File: src/rtl/div_scheduler.sv
// div_scheduler: round-robin arbiter sharing one fixed-point divider between NUM_REQ requesters
// Ports: req/req_dividend/req_divisor in, gnt one-hot accept pulse out;
//   rsp_valid/rsp_ready/rsp_id/rsp_data/rsp_err response handshake; busy = not IDLE;
//   div_in_* / div_out_* connect to the single divider instance.
// Optional macro DIV_SCHED_TIMEOUT_EN adds parameter TIMEOUT_CYCLES, a WAIT watchdog and the sticky timeout_flag output.
module div_scheduler #(
  parameter int NUM_REQ = 4,
  parameter int ID_W = 2
`ifdef DIV_SCHED_TIMEOUT_EN
  ,parameter int TIMEOUT_CYCLES = 64
`endif
) (
  input  logic                 clk,
  input  logic                 rst,
  input  logic [NUM_REQ-1:0]   req,
  input  logic [NUM_REQ*10-1:0] req_dividend,
  input  logic [NUM_REQ*3-1:0] req_divisor,
  output logic [NUM_REQ-1:0]   gnt,
  output logic                 rsp_valid,
  input  logic                 rsp_ready,
  output logic [ID_W-1:0]      rsp_id,
  output logic [19:0]          rsp_data,
  output logic                 rsp_err,
  output logic                 busy,
  output logic                 div_in_valid,
  output logic [9:0]           div_in_data_1,
  output logic [2:0]           div_in_data_2,
  input  logic                 div_out_valid,
  input  logic [19:0]          div_out_data
`ifdef DIV_SCHED_TIMEOUT_EN
  ,output logic                timeout_flag
`endif
);
  typedef enum logic [2:0] {S_IDLE, S_ISSUE, S_WAIT, S_DRAIN, S_RESP} state_t;
  state_t r_state, w_next;
  logic [ID_W-1:0] r_ptr, r_id, w_sel, w_idx;
  logic [9:0] r_dividend;
  logic [2:0] r_divisor;
  logic [19:0] r_data;
  logic r_err, w_found, w_go, w_zero, w_lock, w_expire;
  logic [9:0] w_dvd [NUM_REQ];
  logic [2:0] w_dvs [NUM_REQ];
  for (genvar i = 0; i < NUM_REQ; i++) begin : g_slot
    assign w_dvd[i] = req_dividend[i*10 +: 10];
    assign w_dvs[i] = req_divisor[i*3 +: 3];
  end
  // first requester at or after the pointer, wrapping
  always_comb begin
    w_found = 1'b0;
    w_sel = '0;
    w_idx = '0;
    for (int k = 0; k < NUM_REQ; k++) begin
      w_idx = ID_W'((int'(r_ptr) + k) % NUM_REQ);
      if (!w_found && req[w_idx]) begin
        w_found = 1'b1;
        w_sel = w_idx;
      end
    end
  end
  assign w_zero = w_dvs[w_sel] == 3'd0;
  assign w_go = w_found && !w_lock;
`ifdef DIV_SCHED_TIMEOUT_EN
  localparam int CW = $clog2(TIMEOUT_CYCLES + 1);
  logic [CW-1:0] r_cnt;
  logic r_to;
  // r_cnt counts WAIT cycles; expiry fires on the TIMEOUT_CYCLES-th one
  assign w_expire = r_cnt == CW'(TIMEOUT_CYCLES - 1);
  assign w_lock = r_to;
  assign timeout_flag = r_to;
  always_ff @(posedge clk) begin
    if (rst) begin
      r_cnt <= '0;
      r_to <= 1'b0;
    end else begin
      r_cnt <= (r_state == S_WAIT) ? r_cnt + 1'b1 : '0;
      if (r_state == S_WAIT && !div_out_valid && w_expire) r_to <= 1'b1;
    end
  end
`else
  assign w_expire = 1'b0;
  assign w_lock = 1'b0;
`endif
  always_ff @(posedge clk) begin
    if (rst) r_state <= S_IDLE;
    else r_state <= w_next;
  end
  always_comb begin
    w_next = r_state;
    case (r_state)
      S_IDLE:  w_next = w_go ? (w_zero ? S_RESP : S_ISSUE) : S_IDLE;
      S_ISSUE: w_next = S_WAIT;
      S_WAIT:  w_next = div_out_valid ? S_DRAIN : (w_expire ? S_RESP : S_WAIT);
      S_DRAIN: w_next = div_out_valid ? S_DRAIN : S_RESP;
      S_RESP:  w_next = rsp_ready ? S_IDLE : S_RESP;
      default: w_next = S_IDLE;
    endcase
  end
  always_comb begin
    gnt = (r_state == S_IDLE && w_go) ? NUM_REQ'(1) << w_sel : '0;
    busy = r_state != S_IDLE;
    div_in_valid = r_state == S_ISSUE;
    div_in_data_1 = r_dividend;
    div_in_data_2 = r_divisor;
    rsp_valid = r_state == S_RESP;
    rsp_id = r_id;
    rsp_data = r_data;
    rsp_err = r_err;
  end
  // divide-by-zero preloads the all-ones answer; a divider result overwrites it
  always_ff @(posedge clk) begin
    if (rst) begin
      r_ptr <= '0;
      r_id <= '0;
      r_dividend <= '0;
      r_divisor <= '0;
      r_data <= '0;
      r_err <= 1'b0;
    end else begin
      if (r_state == S_IDLE && w_go) begin
        r_ptr <= (w_sel == ID_W'(NUM_REQ - 1)) ? '0 : w_sel + 1'b1;
        r_id <= w_sel;
        r_dividend <= w_dvd[w_sel];
        r_divisor <= w_dvs[w_sel];
        r_data <= '1;
        r_err <= w_zero;
      end
      if (r_state == S_WAIT && div_out_valid) begin
        r_data <= div_out_data;
        r_err <= 1'b0;
      end else if (r_state == S_WAIT && w_expire) begin
        r_data <= '0;
        r_err <= 1'b1;
      end
    end
  end
endmodule
File: config.mk
export PLATFORM = sky130hd
export DESIGN_NAME = div_scheduler
export DESIGN_NICKNAME = d
export VERILOG_FILES = /design/src/rtl/div_scheduler.sv
export SDC_FILE = /design/constraint.sdc
export NUM_CORES = 1
export LEC_CHECK = 0
export ABC_AREA = 0
export ABC_CLOCK_PERIOD_IN_PS = 5450
export CORE_ASPECT_RATIO = 1.75
export CORE_MARGIN = 1
export CORE_UTILIZATION = 41
export DETAILED_ROUTE_END_ITERATION = 8
export PLACE_DENSITY_LB_ADDON = 0.1
export SKIP_LAST_GASP = 1
export SLEW_MARGIN = 5
export SYNTH_ARGS = -nofsm -noshare
export SYNTH_HDL_FRONTEND = slang
export SYNTH_SLANG_ARGS = --single-unit
File: constraint.sdc
create_clock -name clk -period 5.45 [get_ports clk]
set_clock_uncertainty 0.15 [all_clocks]
set_input_delay 1.09 -clock clk [delete_from_list [all_inputs] [get_ports clk]]
set_output_delay 1.09 -clock clk [all_outputs]
set_load 0.02 [all_outputs]
Word-level counts from Yosys, hierarchy flattened
Cells that the tools add are included.
{"block": "classes", "bitwise": 1, "n_eq_ne": 5, "mul": 0, "magnitude_cmp": 5, "add_sub_neg": 4, "n_shift": 1, "n_reduce_logical": 13, "mux": 32, "div": 0}
{"cell": "$mux 20", "count": 2}
{"cell": "$bmux 10 s2", "count": 1}
{"cell": "$mux 10", "count": 2}
{"cell": "$mux 3", "count": 6}
{"cell": "$pmux 3 s5", "count": 1}
{"cell": "$lt 2x3->1 const B", "count": 4}
{"cell": "$mux 2", "count": 5}
{"cell": "$mux 1", "count": 9}
{"cell": "$bmux 1 s2", "count": 4}
{"cell": "$bmux 3 s2", "count": 1}
{"cell": "$eq 3x2->1 const B", "count": 2}
{"cell": "$logic_not 3->1", "count": 2}
{"cell": "$logic_and 1x1->1", "count": 5}
{"cell": "$add 2x1->2 const B", "count": 2}
{"cell": "$add 2x2->2 const B", "count": 2}
{"cell": "$mux 4", "count": 1}
{"cell": "$shl 1x2->4 const A", "count": 1}
{"cell": "$eq 3x1->1 const B", "count": 1}
{"cell": "$eq 3x3->1 const B", "count": 1}
{"cell": "$ge 3x3->1 const B", "count": 1}
{"cell": "$logic_not 1->1", "count": 3}
{"cell": "$not 2->3", "count": 1}
{"cell": "$reduce_bool 3->1", "count": 1}
{"cell": "$eq 2x2->1 const B", "count": 1}
{"cell": "2 further kinds", "count": 2}
{"block": "word_totals", "rom_bits": 0, "mem_bits_rw": 0, "latch_bits": 0, "inputBits": 80, "output_inout_bits": 43, "n_memories": 0, "ff_bits": 41}

Depth between registers and ports, before layout
Gate-level depths: netlist of the first run.
{"block": "logic_depth", "ltp_word": 20, "ltp_mapped": 11, "mapped_depth_nobuf": 8}

Least setup slack after synthesis of the first run
No wires, ideal clock.
{"block": "synth_path", "kind": "input -> output", "from": "input req[2]", "to": "output gnt[3]", "t_required_ns": 4.210, "arrival_time_ns": 2.751, "cell_stages": 9, "slack_ns": 1.459, "path_cell_list": "nor2b_1 or4_1 buf_2 and2_4 buf_6 buf_6 inv_1 ha_1 and2_1"}
{"block": "synth_between", "elab_chain_cells": 14, "word_cells_on_any_way": 25, "classes_between": "shift: 1; mux: 17; reduce/logical: 7"}
{"item": "start: declaration", "line": "15", "source": "input logic [NUM_REQ-1:0] req,"}
{"item": "$bmux 1 s2", "line": "54", "source": "if (!w_found && req[w_idx]) begin"}
{"item": "$mux 1 (not written as such)", "line": "54"}
{"item": "$mux 1", "line": "54"}
{"item": "$logic_not 1->1", "line": "54"}
{"item": "$logic_and 1x1->1", "line": "54"}
{"item": "$mux 1", "line": "54"}
{"item": "$logic_not 1->1", "line": "54"}
{"item": "$logic_and 1x1->1", "line": "54"}
{"item": "$mux 1", "line": "54"}
{"item": "$logic_not 1->1", "line": "54"}
{"item": "$logic_and 1x1->1", "line": "54"}
{"item": "$mux 2 (*)", "line": "54"}
{"item": "net w_sel[0]", "line": "36", "source": "logic [ID_W-1:0] r_ptr, r_id, w_sel, w_idx;"}
{"item": "$shl 1x2->4 (*)", "line": "99", "source": "gnt = (r_state == S_IDLE && w_go) ? NUM_REQ'(1) << w_sel : '0;"}
{"item": "$mux 4 (*)", "line": "99"}
{"item": "end: declaration", "line": "18", "source": "output logic [NUM_REQ-1:0] gnt,"}
The timed path passes the listed nets; every way through them passes the cells marked *. The select of a mux whose other input is x is not followed.

Worst setup path in the final report of the first run
{"block": "layout_path", "from": "input req[0]", "to": "output gnt[3]"}
Same word-level chain as after synthesis.

==> metrics.yaml, run 1 <==
avgSynthCellArea_um2: 8.74
setup_tns_ns: 0
p_sw_mw: 0.725
num_antenna_cells: 0
core-area_mm2: 0.00498
areaGrowthSynthToFinish_pct: 62.7
critPathLaunchType: "input port"
fp-row-count: 34
ctsHoldBuffers: 0
setup_violations: 0
cts_sinks: 41
power.internal_mw: 1.08
status: "finished, final reports clean"
synthFlopType: "dfxtp_1"
drive_gt1_frac: 0.0758
maxCapViolations: 0
yosys_warnings: 0
fmax_mhz: 198
cp-end-kind: "output port"
drt-total-wl_um: 5960
synth_nets: 326
path_cells: "clkdlybuf4s50_1 -> nor2b_1 -> or4b_1 -> and2_4 -> inv_1 -> ha_1 -> and2_1 -> clkdlybuf4s50_1"
cp_num_buf_inv: 3
cpLargestDelayFamily: "simple AND/OR/NAND/NOR gates"
die_y_um: 97.0
detail-route-antenna-nets: 0
first_pass_iters: 4
path_class: "input port to output port"
irDropWorstVdd_mv: 0.376
seq_area_frac_synth: 0.388
rsz0062_at_grt: "false"
cp_slowest_cell: "or4b_1"
synth_edf_count: 0
numPortBuffers: 122
synth-seq-cells: 41
clockBufferDepth: 2
worstMarginPinSlew_ns: 0.701
netlist_instances: 242
htreeDepth: 2
io_pins: 123
antenna_found_initial: 0
post_drt_wl_per_cell_um: 14.5
grt_usage: 0.224
vias_per_cell: 5.37
min_period_over_period: 0.925
via_count: 2203
fin_ws_ns: 0.407
grt_pass1_vias: 2156
fillers: 434
drt_iter0_drc: 58
power.density_mw_per_mm2: 523
die_area_mm2: 0.00546
clock_latency_ns: 0.28
final_hold_viol_count: 0
start_util: 0.425
crit_top_cell: "clkdlybuf4s50_1"
multiInputGateArea_mm2: 0.00117
hpwl_um: 4480
finalNetCount: 439
async_reset_ff_frac: 0
critPathRequiredTime_ns: 4.21
post-place-ws_ns: 0.394
die_width_um: 56.3
slew_viol_final: 0
p_leak_nw: 1.40
yosysUniqueCellTypes: 41
p_clk_frac: 0.140
cts_buffers: 5
max_stage_delay_ns: 0.68
cts_tree: "yes"
drc_errors: 0
path_max_fanout: 24
layout.area.seq_um2: 821
ctsResizeCount: 0
grt.overflow.total: 0
p_seq_frac: 0.282
grt_pass1_wl_um: 9940
grt_max_degree: 29
maxSlewHeadroom: 0.532
hold_path_class: "flop to flop"
switching_share: 0.403
power_frac_comb: 0.578
cts_setup_buffers: 0
gp_congestion: 0.759
synth.cell_area_mm2: 0.00212
path_clk_slew_ns: 0.07
clockRootBuffer: "clkbuf_8"
worstPathArrival_ns: 3.80
min_period_ns: 5.04
==> flip-flops by register name (all words and copies together), names as in the netlist <==
name	flops
div_in_data_2	3
rsp_err	1
rsp_id	2
rsp_data	20
r_state	3
div_in_data_1	10
r_ptr	2
==> cell usage in the layout (no fill, tap or decap), types with 2 or more instances in the layout <==
master           Yosys  final
nand3_1             16     16
a21bo_2              3      3
inv_1                4      4
a21oi_1              9      9
nor2b_1              3      3
clkdlybuf4s50_1      0    122
dfxtp_1             41     41
nor4_1               5      5
nor3b_1              4      4
buf_4                1      4
o21ai_0              2      2
o21bai_1             2      2
o22ai_1             20     20
and2_1               6      6
a32oi_1              3      3
mux2i_1             20     20
a221oi_1             3      3
ha_1                 4      4
mux2_2              10     10
nand2_1             17     17
nor2_1              25     25
clkbuf_8             0      6
o21ai_1              9      9
==> power groups by stage <==
stage | Combinational [mW] | Sequential (mW) | Clock (mW)
global placement | 1.04 | 0.508 | 0
detailed placement | 1.04 | 0.514 | 0
floorplan | 0.517 | 0.639 | 0
CTS | 1.05 | 0.508 | 0.258
global route | 1.12 | 0.527 | 0.272
finish | 1.04 | 0.508 | 0.252
==> per-stage QoR <==
stage,power [mW],hold WS [ns],cells,instance area (um^2),utilization
after global placement,1.54,0.292,402,3330,0.668
after global routing,1.92,0.329,410,3440,0.692
after floorplan,1.16,0.326,242,2120,-
after CTS,1.81,0.310,410,3440,0.692
final,1.80,0.308,410,3440,0.692
after detailed placement,1.56,0.298,402,3330,0.668
==> cell type report <==
class	count	share of cell area
Timing Repair Buffer	126	0.363
Multi-Input combinational cell	177	0.340
Sequential cell	41	0.238
Clock buffer	7	0.0251
Tap cell	54	0.0196
Clock inverter	1	0.00872
Inverter	4	0.00436
==> worst min-delay path, delay by kind of cell, from the launching register on <==
kind / cells / cell delay [ns]
compound gates: 1 / 0.05
flops: 1 / 0.31
simple gates: 1 / 0.06
==> layer usage <==
layer	routed length, um	global-route usage	vias to the layer above
li1	-	-	1100
met1	2340	0.258	1014
met2	3090	0.392	76
met3	344	0.0521	13
met4	184	0.0882	0
met5	0	0	-
==> worst paths after layout <==
path               startpoint               end  slack, ns  depth (start not counted)
max                    req[0]            gnt[3]       0.41                          8
min          div_in_data_1[7]  div_in_data_1[7]       0.31                          2
max reg2reg          r_ptr[0]           rsp_err       3.08                          6
min reg2reg  div_in_data_1[7]  div_in_data_1[7]       0.31                          2
==> synth_stat cells (2+ instances only) <==
library cell	count	area, um^2
o21ai_0	2	10.0
mux2_2	10	113
nor3b_1	4	30.0
nor2b_1	3	18.8
nor4_1	5	31.3
o21ai_1	9	45.0
inv_1	4	15.0
o22ai_1	20	125
ha_1	4	50.1
o21bai_1	2	15.0
a21bo_2	3	30.0
clkbuf_1	14	52.6
nand3_1	16	80.1
nor2_1	25	93.8
a32oi_1	3	26.3
a221oi_1	3	26.3
dfxtp_1	41	821
and2_1	6	37.5
buf_2	2	10.0
buf_6	2	22.5
a21oi_1	9	45.0
nand2_1	17	63.8
mux2i_1	20	200
==> cell families after synthesis <==
logic type,share of synthesized area
adders and majority gates,0.0237
and+or+nand+nor,0.211
DFF,0.388
buffers and inverters,0.0580
muxes,0.148
AOI/OAI and AO/OA,0.172
Power figures use the tool's default switching activity.
==> run 2, diff against run 1 <==
--- a/config.mk
+++ b/config.mk
@@ -7,9 +7,11 @@
 export LEC_CHECK = 0
 export ABC_AREA = 0
 export ABC_CLOCK_PERIOD_IN_PS = 5450
+export CAP_MARGIN = 20
 export CORE_ASPECT_RATIO = 1.75
 export CORE_MARGIN = 1
-export CORE_UTILIZATION = 41
+export CORE_UTILIZATION = 42
+export CTS_BUF_LIST = sky130_fd_sc_hd__clkbuf_4
 export DETAILED_ROUTE_END_ITERATION = 8
 export PLACE_DENSITY_LB_ADDON = 0.1
 export SKIP_LAST_GASP = 1
==> run 2 against run 1 <==
  * Clock-buffer cell count decreased by 2
  * Via count is 0.68% lower
  * Critical path depth did not move
  * Register-to-register slack about the same
  * Sequential power about the same
  * Highest routed layer unchanged
  * First-iteration DRC count decreased by 10%
  * Total power fell by 3.6%
  * Design area fell by 1.3%
==> metrics.yaml, run 2 (same netlist as run 1, synthesis figures left out) <==
die_area_mm2: 0.00534  # -2.3%
regToRegStartpoint: "r_ptr[0]"
busiest_layer: "met2"
setup_tns_ns: 0  # unchanged
critPathRequiredTime_ns: 4.21  # about the same
slew_viol_final: 0  # unchanged
ctsHoldBuffers: 0  # unchanged
setup_violations: 0  # unchanged
cts_setup_buffers: 0  # unchanged
post_drt_wl_per_cell_um: 14.3  # -1.6%
numPortBuffers: 122  # unchanged
fmax_mhz: 198  # about the same
drt_iter0_drc: 52  # -10%
cp-end-kind: "output port"
path_class: "input port to output port"
gp_congestion: 0.871  # +15%
cts_buffers: 5  # unchanged
path_clk_slew_ns: 0.11  # +0.04 ns
grt_pass1_vias: 2153  # -0.14%
cts_sinks: 41  # unchanged
fin_cells: 407  # -0.73%
grt.overflow.total: 0  # unchanged
grt_max_degree: 30  # +3.4%
core-area_mm2: 0.00475  # -4.6%
drc_errors: 0  # unchanged
worstHoldStart: "div_in_data_1[2]"
hpwl_um: 4480  # about the same
areaGrowthSynthToFinish_pct: 60.6
num_antenna_cells: 0  # unchanged
path_max_fanout: 24  # unchanged
maxCapViolations: 0  # unchanged
final_common_cell: "clkdlybuf4s50_1"
clockRootBuffer: "clkbuf_4"
grt_use_met1: 0.229  # -0.0290
htreeDepth: 2  # unchanged
layout.area.seq_um2: 821  # unchanged
fillers: 403  # -7.1%
crit_start: "req[1]"
first_pass_iters: 4  # unchanged
worstPathArrival_ns: 3.80  # about the same
die_y_um: 95.9  # -1.2%
min_period_ns: 5.04  # -0.00244 ns
ctsResizeCount: 0  # unchanged
via_count: 2188  # -0.68%
rsz0062_at_grt: "false"
grt.met2_usage: 0.423  # +0.0307
clock_latency_ns: 0.34  # +0.06 ns
fp-row-count: 33  # -2.9%
min_period_over_period: 0.925  # about the same
io_pins: 123  # unchanged
hold_path_class: "flop to flop"
start_util: 0.446  # +0.0205
layout_common_cells: "122 x clkdlybuf4s50_1, 41 x dfxtp_1, 25 x nor2_1"
worstMarginPinSlew_ns: 0.684  # -0.0174 ns
drt-total-wl_um: 5820  # -2.3%
worst_hold_slack_ns: 0.314  # +0.00602 ns
clockBufferDepth: 2  # unchanged
detail-route-antenna-nets: 0  # unchanged
grt_use_met3: 0.0578  # +0.00566
cts_tree: "yes"
dp.cells: 400  # -0.50%
largest_reg_flops: 20  # unchanged
finalNetCount: 439  # unchanged
power.density_mw_per_mm2: 511  # -2.3%
status: "finished, final reports clean"
antenna_found_initial: 0  # unchanged
drive_gt1_frac: 0.0761  # +0.000214
final_hold_viol_count: 0  # unchanged
grt_pass1_wl_um: 9580  # -3.6%
vias_per_cell: 5.38  # about the same
multiInputGateArea_mm2: 0.00117  # unchanged
maxSlewHeadroom: 0.543  # +0.0116
critPathLaunchType: "input port"
grt_usage: 0.223  # -0.00175
p_leak_nw: 1.38  # -1.2%
die_width_um: 55.7  # -1.2%
irDropWorstVdd_mv: 0.487  # +30%
run 2: changes by cell type in the layout (fill, tap and decap cells not counted):
cell / before / now
clkbuf_4: 0 / 5
clkbuf_1: 1 / 0
clkbuf_8: 6 / 0
clkinv_2: 0 / 1
run 2: per-stage QoR:
step | power, mW | setup slack (ns) | cell area (um^2) | util
3_3_place_gp | 1.54 | 0.481 | 3320 | 0.700
6_report | 1.74 | 0.410 | 3400 | 0.715
4_1_cts | 1.75 | 0.399 | 3400 | 0.715
3_5_place_dp | 1.56 | 0.402 | 3320 | 0.700
2_1_floorplan | 1.16 | 1.46 | 2120 | -
5_1_grt | 1.86 | 0.203 | 3400 | 0.715
run 2: final timing paths:
kind | to | cells after the start | slack, ns
min | div_in_data_1[2] | 2 | 0.31
max | gnt[3] | 8 | 0.41
min reg2reg | div_in_data_1[2] | 2 | 0.31
max reg2reg | r_ptr[0] | 8 | 3.07
run 2: critical path, cell delays in order:
cell and delay [ns]:
clkdlybuf4s50_1 0.54, nor2b_1 0.09, or4_1 0.67, and2_4 0.35
inv_1 0.15, ha_1 0.18, and2_1 0.12, clkdlybuf4s50_1 0.59
run 2: final cells by class:
cell class                      instances  share of cell area
Timing Repair Buffer                  126               0.368
Multi-Input combinational cell        177               0.345
Sequential cell                        41               0.242
Tap cell                               52              0.0192
Clock buffer                            5              0.0110
Clock inverter                          2              0.0103
Inverter                                4             0.00442
run 2: power by group:
group	internal, mW	total, mW	switching (mW)
sequential	0.428	0.508	0.0799
clock	0.0935	0.189	0.0954
combinational	0.499	1.04	0.540
total	1.02	1.74	0.715
run 2: routing by layer:
metal  part of all wire  up-vias
li1                   -     1099
met2               0.53       91
met1               0.39      985
met3              0.064       13
met4              0.024        0
met5                  0        -
